File: config.mk
export PLATFORM = sky130hd
export DESIGN_NAME = imm_gen_fifo
export DESIGN_NICKNAME = d
export VERILOG_FILES = /design/src/rtl/imm_pkg.sv /design/src/rtl/imm_decode.sv /design/src/rtl/imm_gen_fifo.sv
export SDC_FILE = /design/constraint.sdc
export NUM_CORES = 1
export LEC_CHECK = 0
export CAP_MARGIN = 20
export CORE_UTILIZATION = 49
export DETAILED_ROUTE_END_ITERATION = 16
export PLACE_DENSITY = 0.87
export RECOVER_POWER = 25
export SLEW_MARGIN = 40
export SYNTH_ARGS = -nofsm -noshare
export SYNTH_HDL_FRONTEND = slang
export SYNTH_SLANG_ARGS = --single-unit
File: constraint.sdc
create_clock -name clk -period 8.82 [get_ports clk]
set_clock_uncertainty 0.15 [all_clocks]
set_input_delay 0.882 -clock clk [delete_from_list [all_inputs] [get_ports clk]]
set_output_delay 0.882 -clock clk [all_outputs]
set_load 0.01 [all_outputs]
File: src/rtl/imm_pkg.sv
// rtl/imm_pkg.sv - immediate type codes shared by the decoder, FIFO and bench
package imm_pkg;

    typedef logic [2:0] imm_type_t;

    localparam imm_type_t IMM_I     = 3'b000;
    localparam imm_type_t IMM_B     = 3'b001;
    localparam imm_type_t IMM_S     = 3'b010;
    localparam imm_type_t IMM_U     = 3'b011;
    localparam imm_type_t IMM_J     = 3'b100;
    localparam imm_type_t IMM_SHAMT = 3'b101;
    localparam imm_type_t IMM_Z     = 3'b110;
    localparam imm_type_t IMM_BAD   = 3'b111;

endpackage

File: src/rtl/imm_decode.sv
// rtl/imm_decode.sv - combinational immediate extraction; Z-type gated by IMM_GEN_FIFO_ZICSR_EN
module imm_decode
    import imm_pkg::*;
#(
    parameter int XLEN = 32
) (
    input  logic [31:0]      instr,
    input  logic [2:0]       imm_type,
    output logic [XLEN-1:0]  imm,
    output logic             bad
);

    // Every type is first formed as a 32-bit value; zero-extended types
    // always have bit 31 clear, so one sign-extension step covers all.
    logic [31:0] v32;

    // opcode bits never contribute to an immediate
    logic unused_opcode;
    assign unused_opcode = ^instr[6:0];

    // select and assemble the immediate fields for the requested type
    always_comb begin
        v32 = '0;
        bad = 1'b0;
        case (imm_type)
            IMM_I:     v32 = {{20{instr[31]}}, instr[31:20]};
            IMM_B:     v32 = {{20{instr[31]}}, instr[7], instr[30:25], instr[11:8], 1'b0};
            IMM_S:     v32 = {{20{instr[31]}}, instr[31:25], instr[11:7]};
            IMM_U:     v32 = {instr[31:12], 12'b0};
            IMM_J:     v32 = {{12{instr[31]}}, instr[19:12], instr[20], instr[30:21], 1'b0};
            IMM_SHAMT: begin
                if (XLEN == 64) v32 = {26'b0, instr[25:20]};
                else            v32 = {27'b0, instr[24:20]};
            end
`ifdef IMM_GEN_FIFO_ZICSR_EN
            IMM_Z:     v32 = {27'b0, instr[19:15]};
`endif
            default:   bad = 1'b1;
        endcase
    end

    generate
        if (XLEN == 64) begin : g_x64
            assign imm = {{(XLEN-32){v32[31]}}, v32};
        end else begin : g_x32
            assign imm = v32;
        end
    endgenerate

endmodule

File: src/rtl/imm_gen_fifo.sv
// rtl/imm_gen_fifo.sv - buffered immediate generator; option macro IMM_GEN_FIFO_ZICSR_EN
module imm_gen_fifo
    import imm_pkg::*;
#(
    parameter int XLEN  = 32,
    parameter int DEPTH = 2,
    parameter int TAG_W = 32
) (
    input  logic              clk,
    input  logic              rst,
    input  logic              flush,
    input  logic              in_valid,
    output logic              in_ready,
    input  logic [31:0]       in_instr,
    input  logic [2:0]        in_imm_type,
    input  logic [TAG_W-1:0]  in_tag,
    output logic              out_valid,
    input  logic              out_ready,
    output logic [XLEN-1:0]   out_imm,
    output logic [TAG_W-1:0]  out_tag,
    output logic              out_bad
);

    localparam int PTR_W = $clog2(DEPTH);
    localparam int CNT_W = PTR_W + 1;

    logic [XLEN-1:0]  imm_mem [DEPTH];
    logic [TAG_W-1:0] tag_mem [DEPTH];
    logic             bad_mem [DEPTH];

    logic [PTR_W-1:0] head_ptr;
    logic [PTR_W-1:0] tail_ptr;
    logic [CNT_W-1:0] count;

    logic [XLEN-1:0]  dec_imm;
    logic             dec_bad;
    logic             full;
    logic             push;
    logic             pop;

    imm_decode #(
        .XLEN (XLEN)
    ) u_decode (
        .instr    (in_instr),
        .imm_type (in_imm_type),
        .imm      (dec_imm),
        .bad      (dec_bad)
    );

    // Ready is a function of occupancy only, so no combinational path
    // runs from out_ready back to in_ready.
    assign full      = (count == CNT_W'(DEPTH));
    assign in_ready  = !full && !rst;
    assign out_valid = (count != '0);
    assign push      = in_valid && in_ready;
    assign pop       = out_valid && out_ready;

    // pointer and occupancy bookkeeping; flush and reset drop everything
    always_ff @(posedge clk) begin
        if (rst || flush) begin
            head_ptr <= '0;
            tail_ptr <= '0;
            count    <= '0;
        end else begin
            if (push) tail_ptr <= tail_ptr + PTR_W'(1);
            if (pop)  head_ptr <= head_ptr + PTR_W'(1);
            case ({push, pop})
                2'b10:   count <= count + CNT_W'(1);
                2'b01:   count <= count - CNT_W'(1);
                default: count <= count;
            endcase
        end
    end

    // capture the decoded immediate, tag and illegal flag at push time
    always_ff @(posedge clk) begin
        if (push && !flush) begin
            imm_mem[tail_ptr] <= dec_imm;
            tag_mem[tail_ptr] <= in_tag;
            bad_mem[tail_ptr] <= dec_bad;
        end
    end

    // head fields are masked to zero whenever nothing is queued
    always_comb begin
        out_imm = '0;
        out_tag = '0;
        out_bad = 1'b0;
        if (out_valid) begin
            out_imm = imm_mem[head_ptr];
            out_tag = tag_mem[head_ptr];
            out_bad = bad_mem[head_ptr];
        end
    end

endmodule

==> impl_metrics.sql <==
INSERT INTO impl_metrics (metric_group, metric, value, unit) VALUES
('synthesis', 'synth_area_leader_cell', 'edfxtp_1', ''),
('sta', 'worst_slew_pin_slew', '744', 'ps'),
('critical_path', 'flop_to_flop_setup_slack', '6600', 'ps'),
('critical_path', 'cp_cell_sequence', 'nor2_4, buf_4, nor2_1, clkdlybuf4s50_1', ''),
('global_route', 'grt_first_pass_wirelength', '16.4', 'mm'),
('sta', 'max-slew-margin-rel', '50.3', '%'),
('synthesis', 'part_of_the_yosys_area_used_for_sequential_elements', '70.6', '%'),
('routing', 'drt-wirelength-per-cell', '15.9', 'µm'),
('critical_path', 'worstReg2RegEnd', 'tag_mem[0][2]', ''),
('placement', 'gp_routability_congestion', '0.738', ''),
('synthesis', 'synth.ff_latch_count', '135', ''),
('critical_path', 'critical_path.startpoint_type', 'flop', ''),
('clocking', 'clock-sinks', '135', ''),
('routing', 'routed_wirelength', '10.8', 'mm'),
('global_route', 'grt_usage', '18.7', '%'),
('routing', 'ant_nets', '0', ''),
('global_route', 'antenna_found_initial', '0', ''),
('sta', 'timing.setup.tns', '0', 'ps'),
('clocking', 'clk_latency', '400', 'ps'),
('sta', 'final.min_clock_period', '3470', 'ps'),
('pwr', 'p_sw', '0.297', 'mW'),
('sta', 'final-hold-violation-count', '0', ''),
('synthesis', 'synth_nets', '471', ''),
('clocking', 'clockBufferDepth', '2', ''),
('critical_path', 'ff2ff_path_depth', '4', ''),
('floorplanning', 'core_area', '11100', 'µm²'),
('synthesis', 'ys.warnings.count', '0', ''),
('run_status', 'outcome', 'complete, no violations', ''),
('synthesis', 'synthTopCellsByArea', 'edfxtp_1 (69%), mux2i_1 (12%), nor2_1 (4.8%), nand2_1 (2.1%), dfxtp_1 (1.8%)', ''),
('cells_and_area', 'num_antenna_cells', '0', ''),
('routing', 'dr_total_vias', '3537', ''),
('floorplanning', 'dieHeight', '110', 'µm'),
('critical_path', 'critical_path.endpoint_type', 'output pin', ''),
('placement', 'dp.cells', '652', ''),
('critical_path', 'worst-endpoint-arrival', '2440', 'ps'),
('global_route', 'via_count_of_the_first_global_routing_pass', '3459', ''),
('pwr', 'pwr-share-clk', '43.5', '%'),
('floorplanning', 'die_ar', '12000', 'µm²'),
('sta', 'setup_repair_after_global_routing_missed_its_margin', 'false', ''),
('sta', 'final_max_slew_viol_count', '0', ''),
('critical_path', 'cpPeakStageDelay', '520', 'ps'),
('min_path', 'worstHoldPathCells', '2', ''),
('synthesis', 'asyncSetResetFlopFracSynth', '0', '%'),
('synthesis', 'synth_top_area_share', '68.8', '%'),
('cells_and_area', 'fin_nets', '604', ''),
('clocking', 'clockRootBuffer', 'clkbuf_16', ''),
('synthesis', 'synthesis.area', '5670', 'µm²'),
('placement', 'dpl_cell_area', '7110', 'µm²'),
('placement', 'place.port_buffers', '131', ''),
('synthesis', 'synthesis.area_per_instance', '14.3', 'µm²'),
('synthesis', 'synth.most_common_cell', 'edfxtp_1', ''),
('pwr', 'power.ir.vdd_worst', '123', 'µV'),
('synthesis', 'post_synth_most_frequent_cells', 'edfxtp_1 (130), nor2_1 (72), mux2i_1 (70)', ''),
('routing', 'dr.pass1.iters', '7', ''),
('min_path', 'holdCritPathClass', 'reg -> reg', ''),
('synthesis', 'synth_top_flop_cell', 'edfxtp_1', ''),
('floorplanning', 'die_w', '110', 'µm'),
('sta', 'final_clock_period_utilization_by_the_worst_path', '39.3', '%'),
('clocking', 'htree_num_levels', '4', ''),
('critical_path', 'required_time_at_the_worst_slack_endpoint', '7790', 'ps'),
('clocking', 'cts-hold-fix-buffers', '0', ''),
('sta', 'hold_slack', '361', 'ps'),
('cells_and_area', 'fin_cells', '682', ''),
('critical_path', 'timing.rr.start', 'count[0]', ''),
('clocking', 'post_cts_buffers', '0', ''),
('floorplanning', 'num_io_pins', '139', ''),
('floorplanning', 'fp-row-count', '38', ''),
('synthesis', 'postSynthCellCount', '398', ''),
('routing', 'viasPerCell', '5.19', ''),
('routing', 'drcViolationCount', '0', ''),
('clocking', 'numCtsBuffers', '17', '');
## state kept, by name (all words and copies together), names as in the netlist, named ones only
register / count
tail_ptr: 1
tag_mem: 64
head_ptr: 1
bad_mem: 2
count: 2
imm_mem: 64
## per-stage QoR
step | utilization, % | worst slack, ps | power, mW
final | 69.1 | 5350 | 1.48
after global routing | 69.1 | 5120 | 1.53
after CTS | 69.1 | 5250 | 1.50
after detailed placement | 64.2 | 5630 | 0.853
after global placement | 63.8 | 5650 | 0.848
after floorplan | - | 2040 | 0.791
## worst min path at each step
stage,end,start,slack [ps]
after floorplan,tail_ptr,tail_ptr,320
after global placement,head_ptr,head_ptr,340
after detailed placement,head_ptr,head_ptr,360
after CTS,head_ptr,head_ptr,370
after global routing,tail_ptr,tail_ptr,400
final,head_ptr,head_ptr,360
## cell usage in the layout (no fill, tap or decap), drive strengths merged
cell             n
o22ai            4
maj3             1
a21boi           1
clkdlybuf4s50   95
or3              3
nor3b            2
and2b            2
nor3             1
nor2b            9
xnor2            1
dfxtp            5
edfxtp         130
ha               1
o21ai           12
nand2b           2
a22oi            4
nor2            72
inv              3
o311ai           1
mux2i           70
bufinv           2
xor2             2
clkinvlp         4
clkbuf          19
nand3            1
clkinv           5
o32ai            1
and3b            1
dlygate4sd3     36
a21oi           10
nand2           32
and2             3
or2              1
buf              6
## cells by family (layout without fill, tap and decap cells)
kind of cell | count (synthesis) | after routing | synth area share [%]
XOR/XNOR | 3 | 3 | 0.463
adder cells (fa/ha/maj) | 2 | 2 | 0.419
AND/OR/NAND/NOR | 129 | 129 | 10.1
flip-flops | 135 | 135 | 70.6
multiplexers | 70 | 70 | 12.4
AO/OA/AOI/OAI | 33 | 33 | 3.35
buffers and inverters | 26 | 170 | 2.69
## critical path: cells and delay by family, from the launching register on
| family | cells | cell delay (ps) |
|---|---|---|
| DFF | 1 | 380 |
| and+or+nand+nor | 2 | 640 |
| buffers and inverters | 2 | 1010 |
## layer usage
| layer | vias to the layer above | global-route usage, % | wire length (µm) |
|---|---|---|---|
| li1 | 1710 | - | - |
| met1 | 1699 | 22.7 | 4630 |
| met2 | 118 | 31.6 | 5500 |
| met3 | 10 | 5.75 | 624 |
| met4 | 0 | 6.86 | 94 |
| met5 | - | 0 | 0 |
## power by group through the flow
stage          clock [mW]  sequential [mW]  combinational [mW]
3_5_place_dp            0            0.736               0.117
5_1_grt             0.682            0.723               0.124
6_report            0.645            0.723               0.114
4_1_cts             0.655            0.723               0.118
2_1_floorplan           0            0.737              0.0544
3_3_place_gp            0            0.737               0.110
## cell type report
cell class / instances / area [µm²]
well taps: 140 / 175
inverters: 3 / 11.3
flip-flops and latches: 135 / 4010
clock buffers: 19 / 433
fillers: 790 / 3430
clock inverters: 11 / 110
multi-input cells: 237 / 1530
repair buffers: 137 / 1390
(Power assumes the default switching activity.)
